$ cat src/rtl/operand_aligner.sv
// rtl/operand_aligner.sv - FP add/sub front end: unpack, magnitude order, iterative mantissa alignment
module operand_aligner #(
   parameter int WIDTH = 32,
   parameter int STEP  = 1
) (
   input  logic             clk,
   input  logic             reset,
   input  logic             in_valid,
   output logic             in_ready,
   input  logic [WIDTH-1:0] a,
   input  logic [WIDTH-1:0] b,
   input  logic             sub,
   output logic             out_valid,
   input  logic             out_ready,
   output logic [26:0]      big_mant,
   output logic [26:0]      small_mant,
   output logic [7:0]       exp_result,
   output logic             result_sign,
   output logic             op,
   output logic             special
);

   localparam logic [4:0] STEP_W  = 5'(STEP);
   localparam logic [7:0] MAX_SHF = 8'd27;

   typedef enum logic [1:0] {
      S_IDLE,
      S_UNPACK,
      S_ALIGN,
      S_DONE
   } state_t;

   state_t      state_q, state_d;
   logic [31:0] a_q, a_d, b_q, b_d;
   logic        sub_q, sub_d;
   logic [4:0]  cnt_q, cnt_d;
   logic [26:0] big_mant_q, big_mant_d;
   logic [26:0] small_mant_q, small_mant_d;
   logic [7:0]  exp_result_q, exp_result_d;
   logic        result_sign_q, result_sign_d;
   logic        op_q, op_d;
   logic        special_q, special_d;
   logic        in_ready_q, in_ready_d;
   logic        out_valid_q, out_valid_d;

   // Unpack of the latched operands
   logic [7:0]  exp_a, exp_b, eff_a, eff_b, diff;
   logic        hid_a, hid_b, sign_a, sign_b, a_big, mag_eq, eff_op;
   logic [31:0] mag_a, mag_b;
   logic [26:0] mant_a, mant_b;
   logic [4:0]  cnt_u;

   always_comb begin
      exp_a  = a_q[30:23];
      exp_b  = b_q[30:23];
      hid_a  = |exp_a;
      hid_b  = |exp_b;
      eff_a  = hid_a ? exp_a : 8'd1;
      eff_b  = hid_b ? exp_b : 8'd1;
      mag_a  = {eff_a, hid_a, a_q[22:0]};
      mag_b  = {eff_b, hid_b, b_q[22:0]};
      mant_a = {hid_a, a_q[22:0], 3'b000};
      mant_b = {hid_b, b_q[22:0], 3'b000};
      sign_a = a_q[31];
      sign_b = b_q[31] ^ sub_q;
      a_big  = (mag_a >= mag_b);
      mag_eq = (mag_a == mag_b);
      eff_op = ~(sign_a ^ sign_b);
      diff   = a_big ? (eff_a - eff_b) : (eff_b - eff_a);
      cnt_u  = (diff > MAX_SHF) ? MAX_SHF[4:0] : diff[4:0];
   end

   // One alignment step: shift by k and fold the lost bits into the sticky bit
   logic [4:0]  shift_k;
   logic [26:0] lost_mask, shifted;

   always_comb begin
      shift_k   = (cnt_q < STEP_W) ? cnt_q : STEP_W;
      lost_mask = (27'd1 << shift_k) - 27'd1;
      shifted   = (small_mant_q >> shift_k) | {26'b0, |(small_mant_q & lost_mask)};
   end

   always_comb begin
      state_d       = state_q;
      a_d           = a_q;
      b_d           = b_q;
      sub_d         = sub_q;
      cnt_d         = cnt_q;
      big_mant_d    = big_mant_q;
      small_mant_d  = small_mant_q;
      exp_result_d  = exp_result_q;
      result_sign_d = result_sign_q;
      op_d          = op_q;
      special_d     = special_q;
      in_ready_d    = in_ready_q;
      out_valid_d   = out_valid_q;
      case (state_q)
         S_IDLE: begin
            if (in_valid) begin
               a_d        = a;
               b_d        = b;
               sub_d      = sub;
               in_ready_d = 1'b0;
               state_d    = S_UNPACK;
            end
         end
         S_UNPACK: begin
            big_mant_d    = a_big ? mant_a : mant_b;
            small_mant_d  = a_big ? mant_b : mant_a;
            exp_result_d  = a_big ? eff_a : eff_b;
            op_d          = eff_op;
            // Exact cancellation always yields +0
            result_sign_d = (!eff_op && mag_eq) ? 1'b0 : (a_big ? sign_a : sign_b);
            special_d     = (exp_a == 8'hFF) || (exp_b == 8'hFF);
            cnt_d         = cnt_u;
            if (cnt_u == 5'd0) begin
               out_valid_d = 1'b1;
               state_d     = S_DONE;
            end else begin
               state_d = S_ALIGN;
            end
         end
         S_ALIGN: begin
            small_mant_d = shifted;
            cnt_d        = cnt_q - shift_k;
            if (cnt_q == shift_k) begin
               out_valid_d = 1'b1;
               state_d     = S_DONE;
            end
         end
         S_DONE: begin
            if (out_ready) begin
               out_valid_d = 1'b0;
               in_ready_d  = 1'b1;
               state_d     = S_IDLE;
            end
         end
         default: begin
            state_d = S_IDLE;
         end
      endcase
   end

   always_ff @(posedge clk) begin
      if (reset) begin
         state_q       <= S_IDLE;
         a_q           <= '0;
         b_q           <= '0;
         sub_q         <= 1'b0;
         cnt_q         <= '0;
         big_mant_q    <= '0;
         small_mant_q  <= '0;
         exp_result_q  <= '0;
         result_sign_q <= 1'b0;
         op_q          <= 1'b0;
         special_q     <= 1'b0;
         in_ready_q    <= 1'b1;
         out_valid_q   <= 1'b0;
      end else begin
         state_q       <= state_d;
         a_q           <= a_d;
         b_q           <= b_d;
         sub_q         <= sub_d;
         cnt_q         <= cnt_d;
         big_mant_q    <= big_mant_d;
         small_mant_q  <= small_mant_d;
         exp_result_q  <= exp_result_d;
         result_sign_q <= result_sign_d;
         op_q          <= op_d;
         special_q     <= special_d;
         in_ready_q    <= in_ready_d;
         out_valid_q   <= out_valid_d;
      end
   end

   assign in_ready    = in_ready_q;
   assign out_valid   = out_valid_q;
   assign big_mant    = big_mant_q;
   assign small_mant  = small_mant_q;
   assign exp_result  = exp_result_q;
   assign result_sign = result_sign_q;
   assign op          = op_q;
   assign special     = special_q;

endmodule

$ cat config.mk
export PLATFORM = sky130hd
export DESIGN_NAME = operand_aligner
export DESIGN_NICKNAME = d
export VERILOG_FILES = /design/src/rtl/operand_aligner.sv
export SDC_FILE = /design/constraint.sdc
export NUM_CORES = 1
export LEC_CHECK = 0
export ABC_AREA = 1
export CAP_MARGIN = 40
export CELL_PAD_IN_SITES_DETAIL_PLACEMENT = 1
export CELL_PAD_IN_SITES_GLOBAL_PLACEMENT = 2
export CORE_ASPECT_RATIO = 0.8
export CORE_MARGIN = 8
export CORE_UTILIZATION = 32
export DETAILED_ROUTE_END_ITERATION = 8
export PLACE_DENSITY = 0.85
export SLEW_MARGIN = 20
export SYNTH_ARGS = -nofsm -noshare
export SYNTH_HDL_FRONTEND = slang
export SYNTH_SLANG_ARGS = --single-unit
$ cat constraint.sdc
create_clock -name clk -period 5.95 [get_ports clk]
set_input_delay 0.595 -clock clk [delete_from_list [all_inputs] [get_ports clk]]
set_output_delay 0.595 -clock clk [all_outputs]
set_load 0.01 [all_outputs]
* Yosys cells after proc, flatten, opt, wreduce, memory -nomap -nowiden
Cells that the tools add are included.
Widths: inputs -> output; s select.
** Storage, ports and cells
- Flip-flop bits (word level) :: 139
- Input bits :: 69
- Output and inout port bits :: 67
- Word-level logic and storage cells :: 76
** Operators by class
- Add/sub/neg operators :: 4
- $lt $le $gt $ge :: 3
- Eq/ne operators :: 11
- Shift-type cells :: 2
- Multiplexer cells :: 24
- Bitwise logic cells :: 5
- Reductions and logical operators :: 14
** Operator list (number)
- $mux 27 :: 2
- $pmux 27 s2 :: 1
- $eq 32x32->1 :: 1
- $ge 32x32->1 :: 1
- $mux 8 :: 4
- $and 27x27->27 :: 1
- $or 27x1->27 :: 1
- $reduce_or 27->1 :: 1
- $shl 1x5->27 const A :: 1
- $shr 27x5->27 :: 1
- $sub 27x1->27 const B :: 1
- $eq 8x8->1 const B :: 2
- $reduce_or 8->1 :: 2
- $sub 8x8->8 :: 2
- $mux 5 :: 2
- $pmux 5 s2 :: 1
- $gt 8x5->1 const B :: 1
- $mux 1 :: 8
- $ne 2x2->1 const B :: 4
- $pmux 2 s4 :: 1
- $mux 2 :: 3
- $reduce_and 3->1 :: 2
- $eq 5x5->1 :: 1
- $logic_not 5->1 :: 1
- other kinds (15) :: 18

* Depth between registers and ports, before layout
Gate-level depths: netlist (run 1).
- Depth in word-level cells :: 9
- Gate-level depth with buffers :: 23
- Gate-level depth less buffers :: 22

* Least setup slack after synthesis (run 1)
OpenSTA, ideal clock, no wires.
- Path type :: register to register
- Start :: register b_q[24]
- End :: register out_valid_q (netlist: out_valid)
- Data arrival time :: 2522 ps
- Required time :: 5835 ps
- Slack :: 3313 ps
- Cell stages (with the launch flop) :: 20
- Buffers on the path :: 0
- Clock period less this slack :: 2637 ps
- Cells stage by stage :: dfxtp_1 > inv_1 > nand4_1 > inv_1 > nor2_1 > inv_1 > ha_1 > fa_1 > o21ai_0 > nand2_1 > nand2_1 > xor2_1 > inv_1 > nand4_2 > nand2_2 > nand3_2 > o21bai_2 > nand3_1 > nand2_1 > nor2_1
** On the way
- Cells in the longest elaborated chain, start to end :: 9
- Elaborated cells on any way between the ends :: 11
- Those cells by class :: add/sub: 2; order compare: 2; eq/ne: 1; mux: 3; reduce/logical: 3
** Ends and longest elaborated chain
- start, declared :: line 34 : logic [31:0] a_q, a_d, b_q, b_d;
- start signal, assigned :: line 148 : b_q <= '0;
- start signal, assigned :: line 162 : b_q <= b_d;
- $reduce_or 8->1 :: line 57 : hid_b = |exp_b;
- $mux 8 :: line 59 : eff_b = hid_b ? exp_b : 8'd1;
- $ge 32x32->1 or $sub 8x8->8 (tied branches) :: line 66, 69
- $mux 8 * :: line 69 : diff = a_big ? (eff_a - eff_b) : (eff_b - eff_a);
- $gt 8x5->1 :: line 70 : cnt_u = (diff > MAX_SHF) ? MAX_SHF[4:0] : diff[4:0];
- $mux 5 * :: line 70
- $logic_not 5->1 * :: line 116 : if (cnt_u == 5'd0) begin
- $ne 2x2->1 (no line) *
- $reduce_and 4->1 (no line) *
- end signal, assigned :: line 172 : out_valid_q <= out_valid_d;
- end, declared :: line 44 : logic out_valid_q, out_valid_d;
Every way passes the cells marked *; elsewhere a longest branch is shown, timed or not.
A chain may end at the register's enable or synchronous reset.

* Final worst setup path (run 1)
- Start :: register b_q[27]
- End :: register out_valid_q (netlist: out_valid)
The elaborated chain is that of the path after synthesis.

==> impl_metrics.env, run 1 <==
export IMPL_clk_latency_ns=0.43
export IMPL_syn_area_mm2=0.00748
export IMPL_switchingPower_mw=2.76
export IMPL_synth_seq_area_share_pct=36.4
export IMPL_cts_setup_buffers=0
export IMPL_place_inst=1423
export IMPL_die_area_mm2=0.0286
export IMPL_grt_overflow_total=0
export IMPL_power_density_mw_per_mm2=602
export IMPL_ir_drop_mv=0.303
export IMPL_drive_gt1_share_pct=6.04
export IMPL_die_height_um=153
export IMPL_rsz0062_at_grt="false"
export IMPL_layoutNonFillerInstCount=1455
export IMPL_vias=7352
export IMPL_holdCritStartpoint="big_mant[7]$_SDFFE_PP0P_"
export IMPL_cts_root_buffer="clkbuf_16"
export IMPL_crit_path_frequent_cell="nand2_2"
export IMPL_period_needed_ns=3.66
export IMPL_crit_type="reg -> reg"
export IMPL_p_sw_share_pct=47.8
export IMPL_port_buffers=132
export IMPL_crit_buf_inv=2
export IMPL_hold_path_class="reg -> reg"
export IMPL_cts_sinks=136
export IMPL_wl_per_cell_um=18.0
export IMPL_fmax_ghz=0.273
export IMPL_syn_inst=1052
export IMPL_final_cell_area_mm2=0.00957
export IMPL_critical_path_cell_count=21
export IMPL_maxCapViolCount=0
export IMPL_synth_most_common_cell="a21oi_1"
export IMPL_yosys_area_top_type="dfxtp_1"
export IMPL_drv_slew=0
export IMPL_htreeDepth=4
export IMPL_intPower_mw=3.01
export IMPL_r2r_start="b_q[27]$_SDFFE_PP0P_"
export IMPL_r2r_end="out_valid$_SDFFE_PP0P_"
export IMPL_synth_seq_cells=136
export IMPL_crit_chain="nor4_1, nand4_1, inv_1, nor2_1, ha_1, nand2_1, nor2_2, nand2_2, nor2_4, nand2_2, nand2_2, nor2_4, nand2_4, inv_2, nand2_1, nand2_2, nand3_2, o21bai_2, nand3_1, nand2_1, nor2_1"
export IMPL_start_util_pct=32.2
export IMPL_ys_flop_type="dfxtp_1"
export IMPL_die_width_um=187
export IMPL_final_period_utilization_pct=61.5
export IMPL_p_leak_nw=3.78
export IMPL_synth_top_area_share_pct=36.4
export IMPL_core_area_mm2=0.0232
export IMPL_vias_per_cell=5.05
export IMPL_hold_viol_final=0
export IMPL_clk_pin_slew_worst_paths_ns=0.06
export IMPL_gp_congestion=0.857
export IMPL_min_to="big_mant[7]$_SDFFE_PP0P_"
export IMPL_grt_use_total_pct=18.1
export IMPL_cts_buffer_depth=2
export IMPL_fin_setup_tns_ns=0
export IMPL_wirelength_um=26200
export IMPL_yosys_cell_types_count=41
export IMPL_cp_start_kind="register"
export IMPL_status="finished, final reports clean"
export IMPL_dpl_hpwl_um=19500
export IMPL_netlist_top_cells_count="217 x a21oi_1, 152 x o21ai_0, 136 x dfxtp_1, 119 x inv_1, 115 x nand2_1"
export IMPL_finalCoreUtilization_pct=41.2
export IMPL_power_frac_comb_pct=55.1
export IMPL_cts_resized=0
export IMPL_crit_required_ns=6.27
export IMPL_rrSetupSlack_ns=2.29
export IMPL_clockPowerShare_pct=19.9
export IMPL_grt_pass1_wl_um=41700
export IMPL_cp_end_kind="register"
export IMPL_cp_top_family="simple AND/OR/NAND/NOR gates"
export IMPL_num_io_pins=136
export IMPL_syn_avg_cell_area_um2=7.11
export IMPL_num_antenna_cells=0
export IMPL_drtAntennaViolNets=0
export IMPL_final_nets=1248
export IMPL_r2r_cells=21
export IMPL_yosys_top_cells_area="dfxtp_1 36%, a21oi_1 15%, o21ai_0 10%, ha_1 7.9%, inv_1 6.0%"
export IMPL_cp_slowest_stage_delay_ns=0.42
export IMPL_antenna_found_initial=0
export IMPL_relSlewSlack_pct=47.2
export IMPL_route_detailed_drc=0
export IMPL_fp_row_count=50
export IMPL_seq_power_share_pct=25.0
export IMPL_drtIter0Drc=528
export IMPL_cts_tree="built"
export IMPL_yosys_warnings=0
export IMPL_detail_route_first_pass_iterations=5
export IMPL_setup_viol=0
export IMPL_async_reset_ff_share_pct=0
export IMPL_placed_cell_area_mm2=0.00894
export IMPL_numCtsBuffers=17
export IMPL_finClkSkew_ns=0.0113
export IMPL_synth_edf_count=0
export IMPL_critPathMaxFanout=79
export IMPL_hold_depth=2
export IMPL_grt_max_degree=80
export IMPL_tightest_slew_ns=0.793
export IMPL_area_growth_pct=27.9
export IMPL_cp_slowest_cell="nand2_4"
export IMPL_hold_buffers=0
export IMPL_grt_pass1_vias=7339
export IMPL_cp_arrival_ns=3.98
## layout by cell type, fill, tap and decap left out, types with 17 or more instances in the layout
master           instances
dfxtp_1                136
o21ai_0                152
a21oi_1                217
o21ai_1                 41
nand2_1                114
clkbuf_16               17
clkdlybuf4s50_1        131
ha_1                    47
inv_1                  116
nor2_1                  49
## cells by family (layout without fill, tap and decap cells)
group / Yosys count / in the layout / synth area share, %
flip-flops: 136 / 136 / 36.4
AND/OR/NAND/NOR: 214 / 214 / 12.6
AO/OA/AOI/OAI: 432 / 432 / 29.7
other: 1 / 3 / 0.0501
adder cells (fa/ha/maj): 49 / 49 / 8.40
XOR/XNOR: 15 / 15 / 1.76
buffers and inverters: 205 / 294 / 11.1
## stage by stage
| stage | setup WS, ns | total power [mW] | hold slack [ns] |
|---|---|---|---|
| 4_1_cts | 2.27 | 5.79 | 0.469 |
| 3_3_place_gp | 2.49 | 4.52 | 0.449 |
| 6_report | 2.29 | 5.76 | 0.466 |
| 2_1_floorplan | 3.31 | 3.61 | 0.458 |
| 3_5_place_dp | 2.32 | 4.60 | 0.459 |
| 5_1_grt | 1.89 | 6.24 | 0.486 |
## area by class of cell
cell class              count  area (um^2)
clock inverters            13          183
multi-input cells         713         3940
well taps                 312          390
clock buffers              19          443
repair buffers            140         1430
flip-flops and latches    136         2720
fillers                  2838        13600
inverters                 122          458
## worst reg2reg max path: cells and delay by family (launching register included)
kind	cells	cell delay, ns
and+or+nand+nor	17	2.19
buffers and inverters	2	0.53
adders and majority gates	1	0.37
DFF	1	0.35
AOI/OAI and AO/OA	1	0.15
## how the worst max path moves through the flow
stage	to	slack [ns]	startpoint
6_report	out_valid$_SDFFE_PP0P_	2.29	b_q[27]$_SDFFE_PP0P_
5_1_grt	out_valid$_SDFFE_PP0P_	1.89	a_q[26]$_SDFFE_PP0P_
4_1_cts	out_valid$_SDFFE_PP0P_	2.27	b_q[27]$_SDFFE_PP0P_
3_3_place_gp	out_valid$_SDFFE_PP0P_	2.49	b_q[27]$_SDFFE_PP0P_
2_1_floorplan	out_valid$_SDFFE_PP0P_	3.31	b_q[24]$_SDFFE_PP0P_
3_5_place_dp	out_valid$_SDFFE_PP0P_	2.32	b_q[27]$_SDFFE_PP0P_
## power groups by stage
stage / Sequential (mW) / Clock [mW] / Combinational [mW]
after global routing: 1.48 / 1.21 / 3.55
final: 1.44 / 1.15 / 3.17
after CTS: 1.44 / 1.17 / 3.18
after detailed placement: 1.46 / 0 / 3.14
after global placement: 1.45 / 0 / 3.07
after floorplan: 1.45 / 0 / 2.16
## routing by layer
metal	vias to the layer above	GRT usage (%)	wire length (um)
met5	-	0	0
met4	0	3.36	193
met3	18	3.73	1230
met2	157	25.2	10500
met1	3503	27.9	14300
li1	3674	-	-
## state kept, by name, summed over array words and instances (netlist names)
name,count
in_ready,1
sub_q,1
b_q,32
state_q,2
special,1
big_mant,24
exp_result,8
out_valid,1
a_q,32
op,1
small_mant,27
cnt_q,5
result_sign,1
(Power assumes the default switching activity.)
==> run 2: changes to the inputs <==
Settings changed: CORE_UTILIZATION 32 to 29, PLACE_DENSITY 0.85 to 0.78.
Clock period 5.95 ns to 3.5 ns, I/O delays scaled along.
==> run 2 against run 1 <==
Effect of this change: clock power is 65% higher; first-iteration DRC count down 14%; final area rose by 0.98%; clock skew grew 0.0041 ns; clock-buffer cell count shrank 2; critical path type unchanged; critical endpoint is now big_mant[5]$_SDFFE_PP0P_.
==> impl_metrics.env, run 2 (synthesized netlist as in run 1, its figures left out) <==
export IMPL_clockPowerShare_pct=19.1
export IMPL_htreeDepth=4
export IMPL_placed_cell_area_mm2=0.00905
export IMPL_clk_pin_slew_worst_paths_ns=0.07
export IMPL_drive_gt1_share_pct=7.35
export IMPL_start_util_pct=29.6
export IMPL_gp_congestion=0.834
export IMPL_vias=7296
export IMPL_num_antenna_cells=0
export IMPL_area_growth_pct=29.2
export IMPL_setup_viol=0
export IMPL_rsz0062_at_grt="false"
export IMPL_cp_arrival_ns=3.43
export IMPL_cts_root_buffer="clkbuf_16"
export IMPL_fmax_ghz=0.318
export IMPL_cts_tree="built"
export IMPL_power_frac_comb_pct=56.2
export IMPL_crit_type="reg -> reg"
export IMPL_cts_buffer_depth=2
export IMPL_wirelength_um=27200
export IMPL_numCtsBuffers=17
export IMPL_cp_start_kind="register"
export IMPL_grt_pass1_vias=7409
export IMPL_die_area_mm2=0.0312
export IMPL_route_detailed_drc=0
export IMPL_period_needed_ns=3.15
export IMPL_intPower_mw=5.18
export IMPL_grt_pass1_wl_um=43200
export IMPL_num_io_pins=136
export IMPL_power_density_mw_per_mm2=1030
export IMPL_critPathMaxFanout=24
export IMPL_p_leak_nw=3.82
export IMPL_clk_latency_ns=0.43
export IMPL_drtAntennaViolNets=0
export IMPL_grt_use_total_pct=17.3
export IMPL_antenna_found_initial=0
export IMPL_final_period_utilization_pct=89.9
export IMPL_crit_required_ns=3.78
export IMPL_fp_row_count=52
export IMPL_hold_viol_final=0
export IMPL_die_height_um=160
export IMPL_final_nets=1262
export IMPL_cts_sinks=136
export IMPL_detail_route_first_pass_iterations=4
export IMPL_relSlewSlack_pct=59.9
export IMPL_die_width_um=196
export IMPL_vias_per_cell=4.93
export IMPL_port_buffers=132
export IMPL_most_common_layout_cells="217 x a21oi_1, 151 x o21ai_0, 135 x dfxtp_1"
export IMPL_dpl_hpwl_um=20300
export IMPL_switchingPower_mw=4.78
export IMPL_drtIter0Drc=454
export IMPL_grt_overflow_total=0
export IMPL_tightest_slew_ns=0.602
export IMPL_hold_path_class="in -> reg"
export IMPL_ir_drop_mv=0.386
export IMPL_status="finished, final reports clean"
export IMPL_drv_slew=0
export IMPL_hold_buffers=0
export IMPL_final_cell_area_mm2=0.00966
export IMPL_cp_end_kind="register"
export IMPL_seq_power_share_pct=24.6
export IMPL_layout_commonest_cell="a21oi_1"
export IMPL_cts_setup_buffers=0
export IMPL_wl_per_cell_um=18.3
export IMPL_fin_setup_tns_ns=0
export IMPL_grt_max_degree=64
export IMPL_finClkSkew_ns=0.0154
export IMPL_p_sw_share_pct=48.0
export IMPL_core_area_mm2=0.0253
export IMPL_maxCapViolCount=0
==> run 2: path summary, 6_finish.rpt <==
check / slack (ns) / cells after the start / endpoint / from
max: 0.35 / 18 / big_mant[5]$_SDFFE_PP0P_ / a_q[24]$_SDFFE_PP0P_
min: 0.25 / 3 / in_ready$_SDFFE_PP1P_ / reset
max reg2reg: 0.35 / 18 / big_mant[5]$_SDFFE_PP0P_ / a_q[24]$_SDFFE_PP0P_
min reg2reg: 0.46 / 2 / small_mant[0]$_SDFFE_PP0P_ / small_mant[0]$_SDFFE_PP0P_
==> run 2: per-stage QoR <==
stage / worst slack, ns / util [%] / power, mW / hold slack, ns / std cells
after floorplan: 0.863 / - / 6.14 / 0.458 / 1054
after global placement: 0.349 / 35.7 / 7.97 / 0.451 / 1449
after detailed placement: 0.240 / 35.7 / 8.03 / 0.451 / 1449
after CTS: 0.189 / 38.1 / 10.0 / 0.235 / 1481
after global routing: 0.00554 / 38.2 / 10.8 / 0.252 / 1481
final: 0.355 / 38.2 / 9.96 / 0.247 / 1481
==> run 2: final cells by class <==
class / instances / area (um^2)
clock inverters: 15 / 181
flip-flops and latches: 136 / 2720
repair buffers: 154 / 1520
well taps: 324 / 405
clock buffers: 17 / 425
multi-input cells: 713 / 3950
inverters: 122 / 458
fillers: 3097 / 15600
==> run 2: metal layers <==
| metal | share of wire, % | global-route usage, % | up-vias |
|---|---|---|---|
| met5 | 0 | 0 | - |
| met1 | 56 | 26.6 | 3456 |
| li1 | - | - | 3693 |
| met2 | 39 | 24.0 | 130 |
| met3 | 4.0 | 3.42 | 17 |
| met4 | 0.82 | 3.61 | 0 |
==> run 2: power by group through the flow <==
| stage | logic [mW] | clock network (mW) | registers (mW) |
|---|---|---|---|
| after floorplan | 3.68 | 0 | 2.47 |
| after global placement | 5.50 | 0 | 2.47 |
| after global routing | 6.27 | 2.00 | 2.52 |
| after CTS | 5.62 | 1.94 | 2.45 |
| after detailed placement | 5.55 | 0 | 2.48 |
| final | 5.60 | 1.90 | 2.45 |
==> run 2: timing repair <==
action | CTS | global route
endpoints found under the setup margin | 0 | 3
endpoints found under the hold margin | 0 | 0
gates resized for setup | 0 | 3
==> run 2: worst max-delay path: stages, from the launching register on <==
cell and delay, ns:
dfxtp_1 0.43, inv_1 0.17, nand4_1 0.13, nor2_1 0.08
nor2_1 0.18, inv_1 0.09, ha_1 0.34, nand2_1 0.08
nor2_2 0.10, nand2_2 0.09, nor2_4 0.13, nand2_2 0.08
nand2_2 0.09, nor2_4 0.05, nand2_4 0.24, buf_4 0.33
a21oi_1 0.10, o21ai_1 0.17, a21oi_1 0.10
==> run 3: changes to the inputs <==
Settings changed: TNS_END_PERCENT from default to 10.
==> results of run 3 <==
Same layout as run 2: the final DEF is identical, and so are final timing and power.
